### src/rtl/gpi_status_multi.sv
// gpi_status_multi: per-channel presence qualification with one-slot event queue and valid/ready event port
module gpi_status_multi #(
  parameter int N_CH = 4,
  parameter int HOLD_CYCLES = 4000,
  parameter int RELEASE_CYCLES = 400,
  parameter int SYNC_STAGES = 2,
  localparam int MAX_C = HOLD_CYCLES > RELEASE_CYCLES ? HOLD_CYCLES : RELEASE_CYCLES,
  localparam int CNT_W = $clog2(MAX_C) > 1 ? $clog2(MAX_C) : 1,
  localparam int CH_W = $clog2(N_CH) > 1 ? $clog2(N_CH) : 1
) (
  input  logic            clk,
  input  logic            reset,
  input  logic [N_CH-1:0] fx3_ready,
  input  logic [N_CH-1:0] gpi_status,
  output logic [N_CH-1:0] connected,
  output logic [N_CH-1:0] value,
  output logic            evt_valid,
  input  logic            evt_ready,
  output logic [CH_W-1:0] evt_ch,
  output logic            evt_type,
  output logic            evt_value,
  output logic [N_CH-1:0] overrun,
  input  logic            overrun_clr
);
  typedef enum logic [1:0] {IDLE, QUALIFY, CONN, REL} state_t;
  localparam logic [CNT_W-1:0] HOLD_MAX = CNT_W'(HOLD_CYCLES - 1);
  localparam logic [CNT_W-1:0] REL_MAX = CNT_W'(RELEASE_CYCLES - 1);
  logic [N_CH-1:0] fs [SYNC_STAGES];
  logic [N_CH-1:0] gs [SYNC_STAGES];
  logic [N_CH-1:0] s, g, post, ptype, pval, pend, typ, val, take, ovr_set;
  logic [CNT_W-1:0] cnt [N_CH];
  logic [CNT_W-1:0] cnt_n [N_CH];
  state_t st [N_CH];
  state_t st_n [N_CH];
  logic [CH_W-1:0] sel;
  always_ff @(posedge clk or negedge reset)
    if (!reset) begin
      for (int k = 0; k < SYNC_STAGES; k++) begin
        fs[k] <= '0;
        gs[k] <= '0;
      end
    end else begin
      fs[0] <= fx3_ready;
      gs[0] <= gpi_status;
      for (int k = 1; k < SYNC_STAGES; k++) begin
        fs[k] <= fs[k-1];
        gs[k] <= gs[k-1];
      end
    end
  assign s = fs[SYNC_STAGES-1];
  assign g = gs[SYNC_STAGES-1];
  always_ff @(posedge clk or negedge reset)
    if (!reset) begin
      for (int i = 0; i < N_CH; i++) begin
        st[i] <= IDLE;
        cnt[i] <= '0;
      end
    end else begin
      st <= st_n;
      cnt <= cnt_n;
    end
  // Compare precedes increment, so the counter saturates at the terminal value and never wraps.
  always_comb begin
    for (int i = 0; i < N_CH; i++) begin
      st_n[i] = st[i];
      cnt_n[i] = cnt[i];
      post[i] = 1'b0;
      ptype[i] = 1'b0;
      case (st[i])
        IDLE: if (s[i]) begin
          st_n[i] = QUALIFY;
          cnt_n[i] = '0;
        end
        QUALIFY:
          if (!s[i]) st_n[i] = IDLE;
          else if (cnt[i] == HOLD_MAX) begin
            st_n[i] = CONN;
            post[i] = 1'b1;
            ptype[i] = 1'b1;
          end else cnt_n[i] = cnt[i] + 1'b1;
        CONN: if (!s[i]) begin
          st_n[i] = REL;
          cnt_n[i] = '0;
        end
        default:
          if (s[i]) st_n[i] = CONN;
          else if (cnt[i] == REL_MAX) begin
            st_n[i] = IDLE;
            post[i] = 1'b1;
          end else cnt_n[i] = cnt[i] + 1'b1;
      endcase
      connected[i] = st[i] == CONN || st[i] == REL;
    end
  end
  assign pval = (ptype & g) | (~ptype & value);
  always_comb begin
    sel = '0;
    for (int i = N_CH - 1; i >= 0; i--)
      if (pend[i]) sel = CH_W'(i);
  end
  assign evt_valid = |pend;
  assign evt_ch = evt_valid ? sel : '0;
  assign evt_type = evt_valid & typ[sel];
  assign evt_value = evt_valid & val[sel];
  assign take = {N_CH{evt_valid & evt_ready}} & (N_CH'(1) << sel);
  assign ovr_set = post & pend & ~take;
  always_ff @(posedge clk or negedge reset)
    if (!reset) begin
      pend <= '0;
      typ <= '0;
      val <= '0;
      value <= '0;
      overrun <= '0;
    end else begin
      pend <= post | (pend & ~take);
      typ <= (post & ptype) | (~post & typ);
      val <= (post & pval) | (~post & val);
      value <= (post & ptype & g) | (~(post & ptype) & value);
      overrun <= (overrun & ~{N_CH{overrun_clr}}) | ovr_set;
    end
endmodule
### config.mk
export PLATFORM = sky130hd
export DESIGN_NAME = gpi_status_multi
export DESIGN_NICKNAME = d
export VERILOG_FILES = /design/src/rtl/gpi_status_multi.sv
export SDC_FILE = /design/constraint.sdc
export NUM_CORES = 1
export LEC_CHECK = 0
export ABC_AREA = 0
export CAP_MARGIN = 20
export CORE_MARGIN = 3
export CORE_UTILIZATION = 39
export CTS_BUF_LIST = sky130_fd_sc_hd__clkbuf_8
export CTS_CLUSTER_SIZE = 12
export DETAILED_ROUTE_END_ITERATION = 12
export PLACE_DENSITY = 0.56
export SETUP_SLACK_MARGIN = 0.5
export SLEW_MARGIN = 20
export SYNTH_ARGS = -nofsm -noshare
export SYNTH_HDL_FRONTEND = slang
export SYNTH_SLANG_ARGS = --single-unit
### constraint.sdc
create_clock -name clk -period 4.6 [get_ports clk]
set_clock_uncertainty 0.2 [all_clocks]
set_input_delay 0.69 -clock clk [delete_from_list [all_inputs] [get_ports clk]]
set_output_delay 0.69 -clock clk [all_outputs]
set_load 0.005 [all_outputs]
# Yosys cells after proc, flatten, opt, wreduce, memory -nomap -nowiden
# Index checks and enable logic that the tools add are counted.
# Widths: inputs -> output; s select.
# totals
ff_bits	92
input_bits	12
output_inout_bits	17
word_cells	212
# op_classes
add_sub_neg	4
n_lt_le_gt_ge	1
n_eq_ne	48
n_shift	1
muxes	89
n_bitwise	27
reduce_logical	25
# ops
cell	n
$mux 12	24
$pmux 12 s3	4
$mux 2	29
$and 4x4->4	13
$add 12x1->12 const B	4
$eq 12x12->1 const B	4
$eq 12x9->1 const B	4
$ne 2x2->1 const B	16
$or 4x4->4	6
$pmux 2 s3	4
$reduce_and 6->1	4
$mux 1	22
$not 4->4	5
$eq 2x2->1 const B	8
$reduce_and 4->1	4
$reduce_bool 4->1	4
$ne 3x1->1 const B	4
$ne 3x2->1 const B	4
$ne 3x3->1 const B	4
$eq 2x1->1 const B	4
$logic_not 2->1	4
$pmux 1 s2	4
$reduce_or 2->1	4
$bmux 1 s2	2
other kinds (5)	10

# Logic depth before layout (Yosys ltp)
# Gate-level depths: netlist (run 1).
# logic_depth
word_depth	9
depth_mapped	8
ltp_nobuf	7

# Worst setup path after synthesis (run 1)
# OpenSTA, ideal clock, no wires.
# synth_timing
path_type	register to register
from	register st[2] (netlist bit)
to	register cnt[22] (netlist bit)
setup_ns	0.083
arrival_ns	2.095
setup_slack_ns	2.222
stages_incl_launch_ff	8
path_cell_list	dfrtp_1 inv_1 ha_1 or2_2 or3_1 o32ai_1 a41oi_1 a31oi_1
# synth_via
elab_chain_cells	3
# synth_rtl
element	line	rtl
start, declared	33	state_t st [N_CH];
start signal, assigned	59	st <= st_n;
$eq 2x1->1 (tied with other cells)	69	case (st[i])
$ne 3x1->1 (no source line) (tied with other cells)	-	
$reduce_and 6->1 (no source line)	-	
end signal, assigned	60	cnt <= cnt_n;
end, declared	31	logic [CNT_W-1:0] cnt [N_CH];
# Several ways; a longest one is shown, not always the timed one.
# A chain may end at the register's enable or synchronous reset.

# Final worst setup path (run 1)
# layout_timing
from	register pend[2]
to	output evt_type
# layout_via
elab_chain_cells	6
# layout_rtl
element	line	rtl
start, declared	30	logic [N_CH-1:0] s, g, post, ptype, pval, pend, typ, val, take, ovr_set;
start signal, assigned	115	pend <= post | (pend & ~take);
$mux 2 (3 in a row)	99	if (pend[i]) sel = CH_W'(i);
$bmux 1 s2	103	assign evt_type = evt_valid & typ[sel];
$mux 1 (not written as such)	103	
$and 1x1->1 *	103	
end, declared	20	output logic evt_type,
# Every way passes the cells marked *; elsewhere a longest branch is shown, timed or not. The select of a mux whose other input is x is not followed.

==> flow_summary.json, run 1 <==
{
  "die_w_um": 120,
  "peakVddDrop_uv": 252,
  "p_int_mw": 1.58,
  "yosysSeqAreaShare_pct": 45.2,
  "slowest_delay_ns": 0.55,
  "hp-start": "fs[6]$_DFF_PN0_",
  "r2r-end": "cnt[36]$_DFFE_PN0P_",
  "ant_nets": 0,
  "yosys_most_used_dff": "dfrtp_1",
  "area_growth_pct": 11.4,
  "cp-start-kind": "flip-flop",
  "final_design_area_no_fill_um2": 5670,
  "status": "complete, no violations",
  "path_buf_inv": 1,
  "ys_types": 66,
  "gp_congestion": 0.840,
  "max_slew_margin_pct": 31.1,
  "grt_max_degree": 59,
  "post_route_cells_drive_above_1_share_pct": 6.41,
  "grt_use_total_pct": 16.5,
  "synth_nets": 585,
  "rsz0062_at_grt": "false",
  "cp-end-kind": "output port",
  "drv_cap": 0,
  "p_per_area_nw_per_um2": 457,
  "root_buffer": "clkbuf_8",
  "r2r_slack_ns": 1.80,
  "layout_common_cells": "dfrtp_1 (92), nand2_1 (52), o21ai_0 (52), nor2_1 (42), inv_1 (33)",
  "fin_nets": 605,
  "h-tree-depth": 3,
  "p_clk_share_pct": 20.6,
  "whs_path_depth": 0,
  "wire_per_inst_um": 14.6,
  "synth_edf_count": 0,
  "initial_utilization_pct": 40.2,
  "cts_tree": "done",
  "yosysWarnings": 0,
  "diodes": 0,
  "pwr-share-comb_pct": 40.8,
  "postPlaceCellArea_um2": 5490,
  "clk_latency_ns": 0.37,
  "cp.arrival_ns": 2.05,
  "critPathRequiredTime_ns": 3.71,
  "clkTransAtPathRegs_ns": 0.08,
  "overflow": 0,
  "post-route-drc-count": 0,
  "clkSinkCount": 92,
  "worstPathCellList": "nor2b_1 -> a22oi_1 -> nor2_1 -> a21oi_1 -> o21ai_0 -> clkdlybuf4s50_1",
  "io_pins": 29,
  "place_inst": 734,
  "grt_pass1_wl_mm": 19.5,
  "period_minus_slack_ns": 2.94,
  "drv_slew": 0,
  "ff2ff_path_depth": 4,
  "synth-seq-cells": 92,
  "final-hold-violation-count": 0,
  "cpMaxStageDelayCell": "clkdlybuf4s50_1",
  "die-area_um2": 14500,
  "setup_viol": 0,
  "clk_path_buf_depth": 2,
  "worst_pin_slew_ns": 1.03,
  "final.setup.tns_ns": 0,
  "syn_area_um2": 5090,
  "first_global_vias": 4033,
  "layout_commonest_cell": "dfrtp_1",
  "stdcell_count": 749,
  "hold_path.class": "flip-flop to flip-flop",
  "worst_path_dominant_cell_family": "buffers and inverters",
  "post-dp-hpwl_mm": 7.57,
  "synthCells": 553,
  "antenna_found_initial": 0,
  "core-area_um2": 12700,
  "pwr-share-seq_pct": 38.6,
  "postCtsSetupBuffers": 0,
  "nFillCells": 1263,
  "totalWireLength_mm": 10.9,
  "ctsResizeCount": 0,
  "post-route-period-util_pct": 63.9,
  "vias_per_cell": 5.51,
  "synthArstFlopShare_pct": 100,
  "cts_buffers": 9,
  "row_count": 41,
  "crit_type": "flip-flop to output port",
  "hold_buffers": 0,
  "dr.pass1.iters": 4,
  "fp.dieH_um": 120,
  "max_freq_mhz": 340,
  "reg2reg_from": "cnt[45]$_DFFE_PN0P_",
  "whs_endpoint": "s[2]$_DFF_PN0_",
  "p_leak_nw": 2.36,
  "avgSynthCellArea_um2": 9.21,
  "drtIter0Drc": 365,
  "critical_path_peak_fanout": 6,
  "p_sw_share_pct": 39.3,
  "p_sw_mw": 1.02,
  "vias": 4128,
  "portBuffers": 28
}
-- worst max-delay path by stage --
stage	from	to	slack (ns)	cells after the start
after CTS	pend[2]$_DFF_PN0_	evt_type	1.62	6
after global routing	pend[2]$_DFF_PN0_	evt_value	1.45	6
after detailed placement	st[6]$_DFFE_PN0P_	cnt[36]$_DFFE_PN0P_	1.82	5
after global placement	cnt[45]$_DFFE_PN0P_	cnt[36]$_DFFE_PN0P_	1.82	4
final	pend[2]$_DFF_PN0_	evt_type	1.66	6
after floorplan	st[2]$_DFFE_PN0P_	cnt[22]$_DFFE_PN0P_	2.22	7
-- synthesized netlist by cell type, types with 7 or more instances --
| master | n | share of area [%] |
|---|---|---|
| dfrtp_1 | 92 | 45 |
| nand2_1 | 52 | 3.8 |
| o21ai_0 | 52 | 5.1 |
| nor2_1 | 42 | 3.1 |
| inv_1 | 30 | 2.2 |
| a21oi_1 | 26 | 2.6 |
| nand3_1 | 21 | 2.1 |
| ha_1 | 20 | 4.9 |
| a31oi_1 | 19 | 2.3 |
| nor3_1 | 18 | 1.8 |
| o31ai_1 | 18 | 2.7 |
| clkbuf_1 | 12 | 0.88 |
| nand4_1 | 12 | 1.5 |
| nand2b_1 | 9 | 1.1 |
| and2_1 | 8 | 0.98 |
| and4_1 | 7 | 1.2 |
| mux2i_1 | 7 | 1.4 |
| or2_2 | 7 | 0.86 |
-- cell families (layout without fill, tap and decap cells) --
family                     count (synthesis)  in the layout  share of synthesized area (%)
and+or+nand+nor                          217            217                           22.8
muxes                                     11             11                           2.26
adders and majority gates                 20             20                           4.91
buffers and inverters                     52             76                           4.52
AOI/OAI and AO/OA                        161            161                           20.3
DFF                                       92             92                           45.2
-- routing by layer --
| layer | up-vias | routed length (µm) | track usage (%) |
|---|---|---|---|
| li1 | 2085 | - | - |
| met1 | 1975 | 5520 | 22.9 |
| met2 | 57 | 4880 | 25.5 |
| met3 | 11 | 390 | 4.35 |
| met4 | 0 | 144 | 4.96 |
| met5 | - | 0 | 0 |
-- final cells by class --
type	instances	area (µm²)	share of cell area, %
Clock buffer	10	138	2.43
Inverter	30	113	1.98
Multi-Input combinational cell	409	2560	45.1
Clock inverter	5	46.3	0.816
Timing Repair Buffer	31	300	5.29
Sequential cell	92	2300	40.6
Tap cell	172	215	3.79
-- stage by stage --
stage	util (%)	hold slack [ns]	worst slack, ns	total power, mW
detailed placement	43.3	0.136	1.82	2.07
global route	44.8	0.166	1.45	2.84
global placement	43.3	0.134	1.82	2.05
CTS	44.8	0.156	1.62	2.63
floorplan	-	0.131	2.22	1.82
finish	44.8	0.152	1.66	2.59
-- power groups by stage --
stage / combinational, mW / clock [mW] / sequential [mW]
after global routing: 1.22 / 0.598 / 1.02
after detailed placement: 1.06 / 0 / 1.02
final: 1.06 / 0.534 / 1.00
after global placement: 1.04 / 0 / 1.01
after CTS: 1.07 / 0.563 / 0.999
after floorplan: 0.826 / 0 / 0.989
-- worst register-to-register path, stage by stage, from the launching register on --
cell and delay [ns]:
dfrtp_1 0.46, or3_1 0.41, or4_1 0.52, a211oi_2 0.71, mux2_2 0.41
No activity file was read; power rests on OpenSTA's default activity.
==> run 2, diff against run 1 <==
==> constraint.sdc (replaced) <==
create_clock -name clk -period 3 [get_ports clk]
set_clock_uncertainty 0.2 [all_clocks]
set_input_delay 0.45 -clock clk [delete_from_list [all_inputs] [get_ports clk]]
set_output_delay 0.45 -clock clk [all_outputs]
set_load 0.005 [all_outputs]
==> flow_summary.json, run 2 (synthesis results as in run 1) <==
{
  "cts_buffers": 9,
  "first_global_vias": 4078,
  "antenna_found_initial": 0,
  "post_route_cells_drive_above_1_share_pct": 15.5,
  "pwr-share-comb_pct": 44.3,
  "gp_congestion": 0.836,
  "fp.dieH_um": 120,
  "worst_pin_slew_ns": 0.804,
  "worstPathCellList": "nor2b_2 -> a22oi_2 -> nor2_1 -> a21oi_2 -> o21ai_2 -> clkdlybuf4s50_1",
  "area_growth_pct": 19.1,
  "hold_path.class": "flip-flop to flip-flop",
  "final_design_area_no_fill_um2": 6070,
  "rsz0062_at_grt": "true",
  "cts_tree": "done",
  "core-area_um2": 12700,
  "layout_commonest_cell": "dfrtp_1",
  "clk_latency_ns": 0.37,
  "row_count": 41,
  "whs_path_depth": 0,
  "drv_cap": 0,
  "setup.worst_path.end": "evt_type",
  "p_leak_nw": 2.55,
  "slowest_delay_ns": 0.51,
  "totalWireLength_mm": 11.3,
  "critical_path_peak_fanout": 4,
  "grt_pass1_wl_mm": 19.3,
  "p_per_area_nw_per_um2": 713,
  "period_minus_slack_ns": 2.51,
  "peakVddDrop_uv": 461,
  "cpMaxStageDelayCell": "clkdlybuf4s50_1",
  "layout_common_cells": "dfrtp_1 (86), nand2_1 (51), o21ai_0 (50), nor2_1 (42), inv_1 (29)",
  "drtIter0Drc": 291,
  "io_pins": 29,
  "worst_path_dominant_cell_family": "buffers and inverters",
  "vias_per_cell": 5.56,
  "ff2ff_path_depth": 5,
  "path_buf_inv": 1,
  "root_buffer": "clkbuf_8",
  "r2r_slack_ns": 0.56,
  "p_clk_share_pct": 19.9,
  "cp-start-kind": "flip-flop",
  "cp_num_cells": 6,
  "hold_ws_ns": 0.146,
  "portBuffers": 28,
  "diodes": 0,
  "overflow": 0,
  "postLayoutCoreUtil_pct": 47.9,
  "clkTransAtPathRegs_ns": 0.08,
  "final-hold-violation-count": 0,
  "max_freq_mhz": 398,
  "pwr-share-seq_pct": 35.8,
  "drv_slew": 0,
  "reg2reg_from": "cnt[16]$_DFFE_PN0P_",
  "p_sw_mw": 1.66,
  "p_int_mw": 2.67,
  "cp-end-kind": "output port",
  "setup_viol": 0,
  "die-area_um2": 14500,
  "max_slew_margin_pct": 46.2,
  "clkSinkCount": 92,
  "p_sw_share_pct": 38.4,
  "grt_use_total_pct": 16.2,
  "initial_utilization_pct": 40.2,
  "status": "complete, no violations",
  "grt_max_degree": 46,
  "crit_type": "flip-flop to output port",
  "critPathRequiredTime_ns": 2.35,
  "ant_nets": 0,
  "cp.arrival_ns": 1.86,
  "h-tree-depth": 3,
  "post-dp-hpwl_mm": 7.70,
  "post-route-drc-count": 0,
  "startpoint": "pend[2]$_DFF_PN0_",
  "post-route-period-util_pct": 83.6,
  "final.setup.tns_ns": 0,
  "vias": 4286,
  "dr.pass1.iters": 4,
  "clk_path_buf_depth": 2,
  "fin_nets": 627,
  "die_w_um": 120,
  "postPlaceCellArea_um2": 5530,
  "wire_per_inst_um": 14.7
}
run 2: changes by cell type in the layout (fill, tap and decap cells not counted), moves of 4 or more:
cell,delta
clkdlybuf4s50_1,-4
dfrtp_2,+6
dfrtp_1,-6
inv_1,-4
ha_1,-9
ha_2,+5
ha_4,+4
buf_4,+17
run 2: power by group through the flow:
stage	sequential [mW]	clock [mW]	combinational, mW
CTS	1.53	0.905	1.74
detailed placement	1.56	0	1.62
global placement	1.55	0	1.61
floorplan	1.52	0	1.27
finish	1.55	0.862	1.92
global route	1.58	0.947	2.15
run 2: final cells by class:
| cell class | count | area, µm² |
|---|---|---|
| tap | 172 | 215 |
| inverter | 30 | 113 |
| fill | 1241 | 6600 |
| clock inverter | 3 | 37.5 |
| timing repair buffer | 53 | 500 |
| multi-input combinational | 409 | 2730 |
| clock buffer | 12 | 165 |
| sequential | 92 | 2310 |
run 2: worst reg2reg max path, stage by stage (launching register included):
cell and delay [ns]:
dfrtp_2 0.41, or4b_2 0.70, nor4_4 0.34, and2b_1 0.27, o21ai_1 0.09, mux2_1 0.31
run 2: worst min path at each step:
stage,from,endpoint,slack [ns]
after floorplan,reset,asynchronous set/reset pin,-0.05
after global placement,fs[5]$_DFF_PN0_,s[1]$_DFF_PN0_,0.13
after detailed placement,fs[5]$_DFF_PN0_,s[1]$_DFF_PN0_,0.13
after CTS,fs[4]$_DFF_PN0_,s[0]$_DFF_PN0_,0.15
after global routing,fs[4]$_DFF_PN0_,s[0]$_DFF_PN0_,0.16
final,fs[4]$_DFF_PN0_,s[0]$_DFF_PN0_,0.15
run 2: per-layer routing:
layer	track usage [%]	share of wire, %	vias up
met5	0	0	-
met4	3.90	0.94	0
met3	4.26	2.9	10
met2	25.2	47	66
met1	22.7	49	2071
li1	-	-	2139
run 2: repair_timing:
action / CTS / global route
pin swaps: 2 / 4
hold buffers: 1 / 0
gates resized for setup: 14 / 36
cloned: 0 / 1
setup buffers: 8 / 9
hold endpoints to repair: 42 / 0
setup endpoints to repair: 24 / 49
run 2: stage by stage:
stage | setup slack [ns] | std cells | power, mW
finish | 0.491 | 771 | 4.33
global route | 0.360 | 771 | 4.68
CTS | 0.414 | 761 | 4.17
detailed placement | 0.414 | 737 | 3.18
global placement | 0.466 | 737 | 3.16
floorplan | 0.622 | 553 | 2.78
==> run 3, diff against run 2 <==
--- a/config.mk
+++ b/config.mk
@@ -12,7 +12,7 @@
 export CTS_BUF_LIST = sky130_fd_sc_hd__clkbuf_8
 export CTS_CLUSTER_SIZE = 12
 export DETAILED_ROUTE_END_ITERATION = 12
-export PLACE_DENSITY = 0.56
+export PLACE_DENSITY = 0.58
 export SETUP_SLACK_MARGIN = 0.5
 export SLEW_MARGIN = 20
 export SYNTH_ARGS = -nofsm -noshare
==> constraint.sdc (replaced) <==
create_clock -name clk -period 2 [get_ports clk]
set_clock_uncertainty 0.2 [all_clocks]
set_input_delay 0.3 -clock clk [delete_from_list [all_inputs] [get_ports clk]]
set_output_delay 0.3 -clock clk [all_outputs]
set_load 0.005 [all_outputs]
==> flow_summary.json, run 3 (synthesis results as in run 1) <==
{
  "status": "finished, violations left",
  "layout_setup_ws_ns": -0.212,
  "vias": 5051,
  "dr.pass1.iters": 4,
  "post-route-period-util_pct": 111,
  "crit_type": "flip-flop to flip-flop",
  "fin_nets": 784,
  "worst_pin_slew_ns": 0.544,
  "rsz0062_at_grt": "true",
  "fp.dieH_um": 120,
  "post_route_cells_drive_above_1_share_pct": 52.6,
  "critPathRequiredTime_ns": 2.07,
  "row_count": 41,
  "whs_path_depth": 1,
  "clk_latency_ns": 0.39,
  "max_slew_margin_pct": 63.5,
  "cts_buffers": 9,
  "h-tree-depth": 3,
  "r2r_slack_ns": -0.21,
  "post-route-drc-count": 0,
  "critical_path_peak_fanout": 3,
  "hold_path.class": "primary input to flip-flop",
  "die_w_um": 120,
  "clk_path_buf_depth": 2,
  "wire_per_inst_um": 16.0,
  "diodes": 0,
  "grt_use_total_pct": 20.9,
  "use_met3_pct": 4.35,
  "met2_usage_pct": 36.7,
  "setup_viol": 64,
  "period_minus_slack_ns": 2.21,
  "vias_per_cell": 5.44,
  "portBuffers": 28,
  "final-hold-violation-count": 0,
  "clkSinkCount": 92,
  "grt_pass1_wl_mm": 24.7,
  "failed_checks": "negative setup slack",
  "initial_utilization_pct": 40.2,
  "peakVddDrop_uv": 891,
  "busiest_layer": "met2",
  "reg2reg_from": "cnt[23]$_DFFE_PN0P_",
  "clkTransAtPathRegs_ns": 0.10,
  "io_pins": 29,
  "drtIter0Drc": 366,
  "cts_tree": "done",
  "ff2ff_path_depth": 7,
  "p_per_area_nw_per_um2": 1150,
  "totalWireLength_mm": 14.9,
  "use_met1_pct": 26.6,
  "antenna_found_initial": 0,
  "ant_nets": 0,
  "cp.arrival_ns": 2.28,
  "power_mw": 9.61,
  "core-area_um2": 12700,
  "p_leak_nw": 3.61,
  "final.setup.tns_ns": -7.59,
  "layout_common_cells": "buf_4 (139), dfrtp_1 (86), nand2_1 (45), buf_6 (38), nor2_1 (33)",
  "drv_cap": 0,
  "drv_slew": 0,
  "hp-start": "gpi_status[3]",
  "cp-end-kind": "flip-flop",
  "layout_commonest_cell": "buf_4",
  "root_buffer": "clkbuf_8",
  "first_global_vias": 5034,
  "cp-start-kind": "flip-flop",
  "max_freq_mhz": 452,
  "overflow": 0,
  "whs_endpoint": "gs[7]$_DFF_PN0_",
  "die-area_um2": 14500,
  "grt_max_degree": 40,
  "area_growth_pct": 64.8,
  "post-dp-hpwl_mm": 9.34,
  "nFillCells": 994,
  "gp_congestion": 0.836
}
[run 3: stage by stage]
stage | hold slack, ns | util, % | cell area [µm²] | instances | setup slack [ns]
floorplan | -0.196 | - | 5550 | 553 | -0.173
global placement | 0.0788 | 53.8 | 6820 | 851 | -0.135
detailed placement | 0.0797 | 53.8 | 6820 | 851 | -0.178
CTS | 0.127 | 62.6 | 7930 | 902 | -0.156
global route | 0.121 | 66.2 | 8390 | 929 | -0.287
finish | 0.138 | 66.2 | 8390 | 929 | -0.212
[run 3: power breakdown]
group | internal [mW] | leakage (nW) | switching, mW
logic | 3.00 | 2.28 | 2.84
clock network | 0.752 | 0.119 | 0.732
registers | 2.07 | 1.21 | 0.218
total | 5.82 | 3.61 | 3.79
[run 3: how the worst max path moves through the flow]
stage          cells past startpoint           startpoint  slack (ns)             endpoint
2_1_floorplan                      5  cnt[21]$_DFFE_PN0P_       -0.17            flip-flop
3_3_place_gp                       6  cnt[23]$_DFFE_PN0P_       -0.14            flip-flop
3_5_place_dp                       6  cnt[23]$_DFFE_PN0P_       -0.18            flip-flop
4_1_cts                            6  cnt[11]$_DFFE_PN0P_       -0.16   cnt[3]$_DFFE_PN0P_
5_1_grt                            7  cnt[23]$_DFFE_PN0P_       -0.29  cnt[13]$_DFFE_PN0P_
6_report                           7  cnt[23]$_DFFE_PN0P_       -0.21            flip-flop
[run 3: routing by layer]
layer	wire, µm	part of all wire (%)	vias up
met5	0	0	-
li1	-	-	2441
met2	7660	51	78
met3	399	2.7	16
met1	6650	45	2516
met4	182	1.2	0
[run 3: what timing repair did]
| item | in CTS | in global routing |
|---|---|---|
| endpoints found under the hold margin | 30 | 0 |
| cloned | 1 | 0 |
| gates resized for setup | 217 | 58 |
| hold buffers | 1 | 0 |
| pin swaps | 55 | 28 |
| buffers inserted | 33 | 27 |
| setup endpoints to repair | 93 | 86 |
[run 3: cell type report]
| type | count | area, µm² | area share [%] |
|---|---|---|---|
| multi-input combinational | 409 | 3700 | 44.1 |
| sequential | 92 | 2310 | 27.5 |
| timing repair buffer | 210 | 1810 | 21.6 |
| tap | 172 | 215 | 2.56 |
| clock buffer | 10 | 138 | 1.64 |
| inverter | 30 | 123 | 1.46 |
| clock inverter | 6 | 93.8 | 1.12 |
[run 3: critical path: stages, from the launching register on]
cell	delay (ns)
dfrtp_1	0.39
or4b_4	0.54
nor4_4	0.25
buf_4	0.17
and2b_2	0.17
buf_6	0.11
mux2i_1	0.18
mux2i_1	0.09
